File: src/rtl/retire_ctrl.sv
// Commit-side controller for the reorder buffer: tracks per-slot completion,
// retires the head, and sequences branch-mispredict recovery and halt.
module retire_ctrl #(
   parameter int ROB_SZ         = 8,
   parameter int RECOVER_CYCLES = 2,
   parameter int XLEN           = 32,
   localparam int IDX           = $clog2(ROB_SZ)
) (
   input  logic            clock,
   input  logic            reset,
   input  logic            dispatch_valid,
   input  logic [IDX-1:0]  dispatch_index,
   input  logic            dispatch_is_halt,
   input  logic            complete_valid,
   input  logic [IDX-1:0]  complete_index,
   input  logic            complete_mispredict,
   input  logic [XLEN-1:0] complete_target,
   input  logic [IDX-1:0]  rob_head,
   output logic            move_head,
   output logic [IDX-1:0]  retire_index,
   output logic            undo,
   output logic [IDX-1:0]  undo_index,
   output logic [XLEN-1:0] squash_pc,
   output logic            dispatch_stall,
   output logic            halt,
   output logic [31:0]     retired_count
);

   localparam int CW = $clog2(RECOVER_CYCLES + 1);
   localparam logic [CW-1:0] CNT_ONE = CW'(1);

   typedef enum logic [1:0] {
      ST_RUN,
      ST_RECOVER,
      ST_HALTED
   } state_t;

   state_t                state;
   logic [CW-1:0]         recover_cnt;
   logic [ROB_SZ-1:0]     valid;
   logic [ROB_SZ-1:0]     done;
   logic [ROB_SZ-1:0]     mispred;
   logic [ROB_SZ-1:0]     is_halt;
   logic [XLEN-1:0]       target [ROB_SZ];

   logic                  in_run;
   logic                  head_ready;
   logic                  retire_halt;
   logic                  dispatch_accept;
   logic                  complete_accept;

   // Commit decisions look only at registered slot state and the ROB head,
   // so a completion can never retire in the cycle it is broadcast.
   always_comb begin
      in_run      = (state == ST_RUN);
      head_ready  = valid[rob_head] & done[rob_head];
      move_head   = in_run & head_ready;
      undo        = move_head & mispred[rob_head];
      retire_halt = move_head & ~mispred[rob_head] & is_halt[rob_head];
      squash_pc   = undo ? target[rob_head] : '0;
   end

   assign retire_index   = rob_head;
   assign undo_index     = rob_head;
   assign dispatch_stall = ~in_run | undo;
   assign halt           = (state == ST_HALTED);

   // The squash clears every slot at the same edge, so dispatch is refused in
   // the undo cycle; dispatch beats a same-cycle completion to its slot.
   always_comb begin
      dispatch_accept = dispatch_valid & in_run & ~undo;
      complete_accept = complete_valid & (state != ST_HALTED)
                        & valid[complete_index]
                        & ~(dispatch_accept && (dispatch_index == complete_index));
   end

   always_ff @(posedge clock) begin
      if (reset) begin
         state         <= ST_RUN;
         recover_cnt   <= '0;
         valid         <= '0;
         done          <= '0;
         mispred       <= '0;
         is_halt       <= '0;
         retired_count <= '0;
      end else begin
         if (move_head) begin
            retired_count <= retired_count + 32'd1;
         end

         if (complete_accept) begin
            done[complete_index]    <= 1'b1;
            mispred[complete_index] <= complete_mispredict;
         end

         case (state)
            ST_RUN: begin
               if (undo) begin
                  valid       <= '0;
                  recover_cnt <= CW'(RECOVER_CYCLES);
                  state       <= ST_RECOVER;
               end else if (retire_halt) begin
                  state <= ST_HALTED;
               end else if (move_head) begin
                  valid[rob_head] <= 1'b0;
               end
            end
            ST_RECOVER: begin
               if (recover_cnt == CNT_ONE) begin
                  recover_cnt <= '0;
                  state       <= ST_RUN;
               end else begin
                  recover_cnt <= recover_cnt - CNT_ONE;
               end
            end
            ST_HALTED: begin
               state <= ST_HALTED;
            end
            default: begin
               state <= ST_RUN;
            end
         endcase

         if (dispatch_accept) begin
            valid[dispatch_index]   <= 1'b1;
            done[dispatch_index]    <= 1'b0;
            mispred[dispatch_index] <= 1'b0;
            is_halt[dispatch_index] <= dispatch_is_halt;
         end
      end
   end

   always_ff @(posedge clock) begin
      if (complete_accept) begin
         target[complete_index] <= complete_target;
      end
   end

endmodule

File: config.mk
export PLATFORM = sky130hd
export DESIGN_NAME = retire_ctrl
export DESIGN_NICKNAME = d
export VERILOG_FILES = /design/src/rtl/retire_ctrl.sv
export SDC_FILE = /design/constraint.sdc
export NUM_CORES = 1
export LEC_CHECK = 0
export BUFFER_PORTS_ARGS = -buffer_cell sky130_fd_sc_hd__buf_2
export CORE_MARGIN = 10
export CORE_UTILIZATION = 50
export CTS_CLUSTER_DIAMETER = 100
export DETAILED_ROUTE_END_ITERATION = 6
export GPL_ROUTABILITY_DRIVEN = 0
export PLACE_DENSITY = 0.72
export SYNTH_ARGS = -nofsm -noshare
export SYNTH_HDL_FRONTEND = slang
export SYNTH_SLANG_ARGS = --single-unit
export TNS_END_PERCENT = 10
File: constraint.sdc
create_clock -name clock -period 3.7 [get_ports clock]
set_input_delay 0.555 -clock clock [delete_from_list [all_inputs] [get_ports clock]]
set_output_delay 0.555 -clock clock [all_outputs]
set_load 0.1 [all_outputs]
==> impl_metrics.prom <==
# TYPE chip_impl_metric gauge
chip_impl_metric{name="post_cts_resize_count",unit=""} 0
chip_impl_info{name="regToRegStartpoint",value="valid[6]"} 1
chip_impl_metric{name="tns",unit="ns"} 0
chip_impl_metric{name="drv_slew",unit=""} 0
chip_impl_metric{name="synth_edf_count",unit=""} 256
chip_impl_metric{name="setup_viol",unit=""} 0
chip_impl_info{name="synth_ff_type",value="sky130_fd_sc_hd__edfxtp_1"} 1
chip_impl_metric{name="design.portCount",unit=""} 121
chip_impl_metric{name="synthToLayoutAreaGrowth",unit="%"} 21.0
chip_impl_metric{name="count_of_filler_cells_inserted_in_the_layout",unit=""} 1924
chip_impl_metric{name="number_of_nets_in_the_layout",unit=""} 1068
chip_impl_metric{name="yosysWarningCount",unit=""} 0
chip_impl_metric{name="power.total",unit="mW"} 7.41
chip_impl_metric{name="synth_sequential_area_ratio",unit="%"} 71.2
chip_impl_metric{name="dp_hpwl",unit="µm"} 19000
chip_impl_metric{name="drive_above_1_share",unit="%"} 25.4
chip_impl_info{name="layout_common_cells",value="sky130_fd_sc_hd__edfxtp_1, sky130_fd_sc_hd__buf_2, sky130_fd_sc_hd__o22ai_1"} 1
chip_impl_metric{name="max_slew_margin",unit="%"} 32.6
chip_impl_metric{name="floorplan.initialDensity",unit="%"} 50.6
chip_impl_metric{name="final_cell_count_no_fill",unit=""} 1376
chip_impl_metric{name="worst-endpoint-required",unit="ns"} 3.14
chip_impl_info{name="worst_setup_path_start_kind",value="input pin"} 1
chip_impl_metric{name="mappedNetlistNets",unit=""} 940
chip_impl_metric{name="drt-pass1-iter-count",unit=""} 5
chip_impl_metric{name="global_route.overflow_total",unit=""} 0
chip_impl_metric{name="worst_skew_pair.late_latency",unit="ns"} 0.52
chip_impl_metric{name="worst_ir_drop_vdd",unit="mV"} 0.423
chip_impl_info{name="tritoncts",value="done"} 1
chip_impl_info{name="worst_hold_startpoint",value="complete_target[27]"} 1
chip_impl_metric{name="grt_pass1_wl",unit="µm"} 48200
chip_impl_metric{name="final_worst_slack",unit="ns"} 0.273
chip_impl_metric{name="placedInstanceArea",unit="mm²"} 0.0143
chip_impl_metric{name="place_inst",unit=""} 1313
chip_impl_metric{name="final_hold_viol_count",unit=""} 0
chip_impl_info{name="crit_start",value="rob_head[2]"} 1
chip_impl_metric{name="ctsHoldBuffers",unit=""} 0
chip_impl_metric{name="pin_count_of_the_biggest_net_entering_global_routing",unit=""} 56
chip_impl_info{name="result_of_the_run",value="finished, final reports clean"} 1
chip_impl_metric{name="final_core_util",unit="%"} 61.2
chip_impl_metric{name="max_slew.worst_pin.slew",unit="ns"} 1.01
chip_impl_metric{name="detail_route.iter0.violations",unit=""} 822
chip_impl_metric{name="die-width",unit="µm"} 179
chip_impl_metric{name="grt_antenna_before_repair",unit=""} 2
chip_impl_metric{name="setup_skew_after_layout",unit="ns"} 0.0207
chip_impl_metric{name="finalCriticalPeriod",unit="ns"} 3.43
chip_impl_metric{name="syn_area_per_cell",unit="µm²"} 14.3
chip_impl_metric{name="fp.dieArea",unit="mm²"} 0.0322
chip_impl_metric{name="post_synth_instance_area",unit="mm²"} 0.0127
chip_impl_info{name="criticalPathCategory",value="in -> out"} 1
chip_impl_metric{name="coreArea",unit="mm²"} 0.0251
chip_impl_metric{name="pre_cts_ws",unit="ns"} 0.265
chip_impl_metric{name="groute.usage.overall",unit="%"} 19.3
chip_impl_metric{name="fin_hold_ws",unit="ns"} 0.293
chip_impl_metric{name="post_drt_via_cell_ratio",unit=""} 6.06
chip_impl_metric{name="reg2reg_slack",unit="ns"} 0.89
chip_impl_metric{name="route.final.wire_length",unit="µm"} 31200
chip_impl_metric{name="post_cts.repair.setup_buffers",unit=""} 0
chip_impl_metric{name="worst_setup_hold_path_clk_slew",unit="ns"} 0.06
chip_impl_metric{name="die_y",unit="µm"} 179
chip_impl_metric{name="detail_route.drc_violations",unit=""} 0
chip_impl_metric{name="postSynth.asyncResetShare",unit="%"} 0
chip_impl_metric{name="wire_per_inst",unit="µm"} 22.7
chip_impl_metric{name="detailroute.via_count",unit=""} 8336
chip_impl_metric{name="synth-seq-cells",unit=""} 324
chip_impl_metric{name="critical_path.max_fanout",unit=""} 21
chip_impl_metric{name="htree_num_levels",unit=""} 2
chip_impl_info{name="hold_path_class",value="in -> reg"} 1
chip_impl_metric{name="achievable-frequency",unit="MHz"} 292
chip_impl_metric{name="power_density",unit="mW/mm²"} 482
chip_impl_info{name="final_common_cell",value="sky130_fd_sc_hd__edfxtp_1"} 1
chip_impl_metric{name="tritoncts_buffer_count",unit=""} 34
chip_impl_metric{name="post-route-cell-area",unit="mm²"} 0.0154
chip_impl_info{name="clock-root-buffer",value="sky130_fd_sc_hd__clkbuf_16"} 1
chip_impl_metric{name="rows",unit=""} 58
chip_impl_metric{name="clock_tree_sinks",unit=""} 324
chip_impl_metric{name="syn_inst",unit=""} 891
chip_impl_metric{name="drt.antenna.violating_nets",unit=""} 0
chip_impl_metric{name="ctsLongestPathBuffers",unit=""} 3
chip_impl_metric{name="io_buffer_count",unit=""} 120
chip_impl_info{name="rsz0062_at_grt",value="false"} 1
chip_impl_metric{name="final.period_utilization",unit="%"} 92.6
chip_impl_metric{name="max_cap_viol_count",unit=""} 0
chip_impl_metric{name="grt_pass1_vias",unit=""} 8308
chip_impl_metric{name="worst_ep_arrival_time",unit="ns"} 2.87
chip_impl_metric{name="cellLeakagePower",unit="nW"} 5.21
chip_impl_info{name="cp-end-kind",value="output pin"} 1
chip_impl_metric{name="netlist-cell-type-count",unit=""} 56
-- worst paths after layout --
kind | to | cells after the start
hold / removal | target[7][27] | 1
setup reg to reg | target[6][8] | 7
hold reg to reg | done[0] | 1
setup / recovery | squash_pc[26] | 9
-- kinds of logic after synthesis --
group / count (synthesis) / share of synthesized area [%]
simple gates: 236 / 10.4
compound gates: 201 / 11.0
fa+ha+maj: 2 / 0.197
buf+inv: 80 / 2.82
mux: 23 / 2.62
flops: 324 / 71.2
xor+xnor: 25 / 1.72
-- where the power goes --
| group | switching (mW) | internal (mW) |
|---|---|---|
| Sequential | 0.00668 | 3.94 |
| Clock | 1.38 | 1.75 |
| Combinational | 0.232 | 0.104 |
-- registers in the layout, indices dropped and copies added (netlist names) --
signal	cells
is_halt	8
mispred	8
valid	8
retired_count	32
state	2
target	256
done	8
recover_cnt	2
-- critical path: stages --
cell and delay [ns]:
sky130_fd_sc_hd__buf_2 0.33, sky130_fd_sc_hd__mux4_2 0.27, sky130_fd_sc_hd__mux2i_1 0.06, sky130_fd_sc_hd__or4_4 0.54, sky130_fd_sc_hd__inv_2 0.10, sky130_fd_sc_hd__nand2b_4 0.06, sky130_fd_sc_hd__buf_4 0.24, sky130_fd_sc_hd__nor2_1 0.22
sky130_fd_sc_hd__buf_2 0.46
-- cell usage after synthesis (all sizes together) (6+ instances only) --
library cell,instances,share of area [%]
edfxtp,256,61
buf,19,1.0
o22a,15,1.0
nor2b,13,0.64
o21ai,13,0.51
nand4,12,0.59
a21oi,18,0.71
nor2,78,2.3
a21boi,8,0.47
or4,18,1.1
nand2,25,0.74
clkbuf,44,1.3
nand3,21,0.83
o211ai,10,0.63
xnor2,18,1.2
dfxtp,68,11
and4,6,0.41
o21a,8,0.47
inv,17,0.50
o221ai,15,1.0
mux2,6,0.53
o22ai,98,4.8
mux4,7,1.3
nor4,28,2.0
xor2,7,0.48
nor3,6,0.24
mux2i,10,0.79
-- per-layer routing --
layer / up-vias / global-route usage, % / part of all wire [%]
met5: - / 0 / 0.029
met4: 2 / 5.40 / 1.9
met3: 48 / 4.09 / 8.3
met2: 347 / 30.9 / 48
met1: 4155 / 26.4 / 42
li1: 3784 / - / -
-- final cells by class --
class                      count  area (µm²)  area share (%)
tap                          330         413            2.69
antenna                        1        2.50          0.0163
clock buffer                  43         905            5.88
inverter                      17        63.8           0.415
timing repair buffer         155        1210            7.90
clock inverter                19         119           0.773
sequential                   324        9050            58.9
multi-input combinational    487        3610            23.5
(Power assumes the default switching activity.)
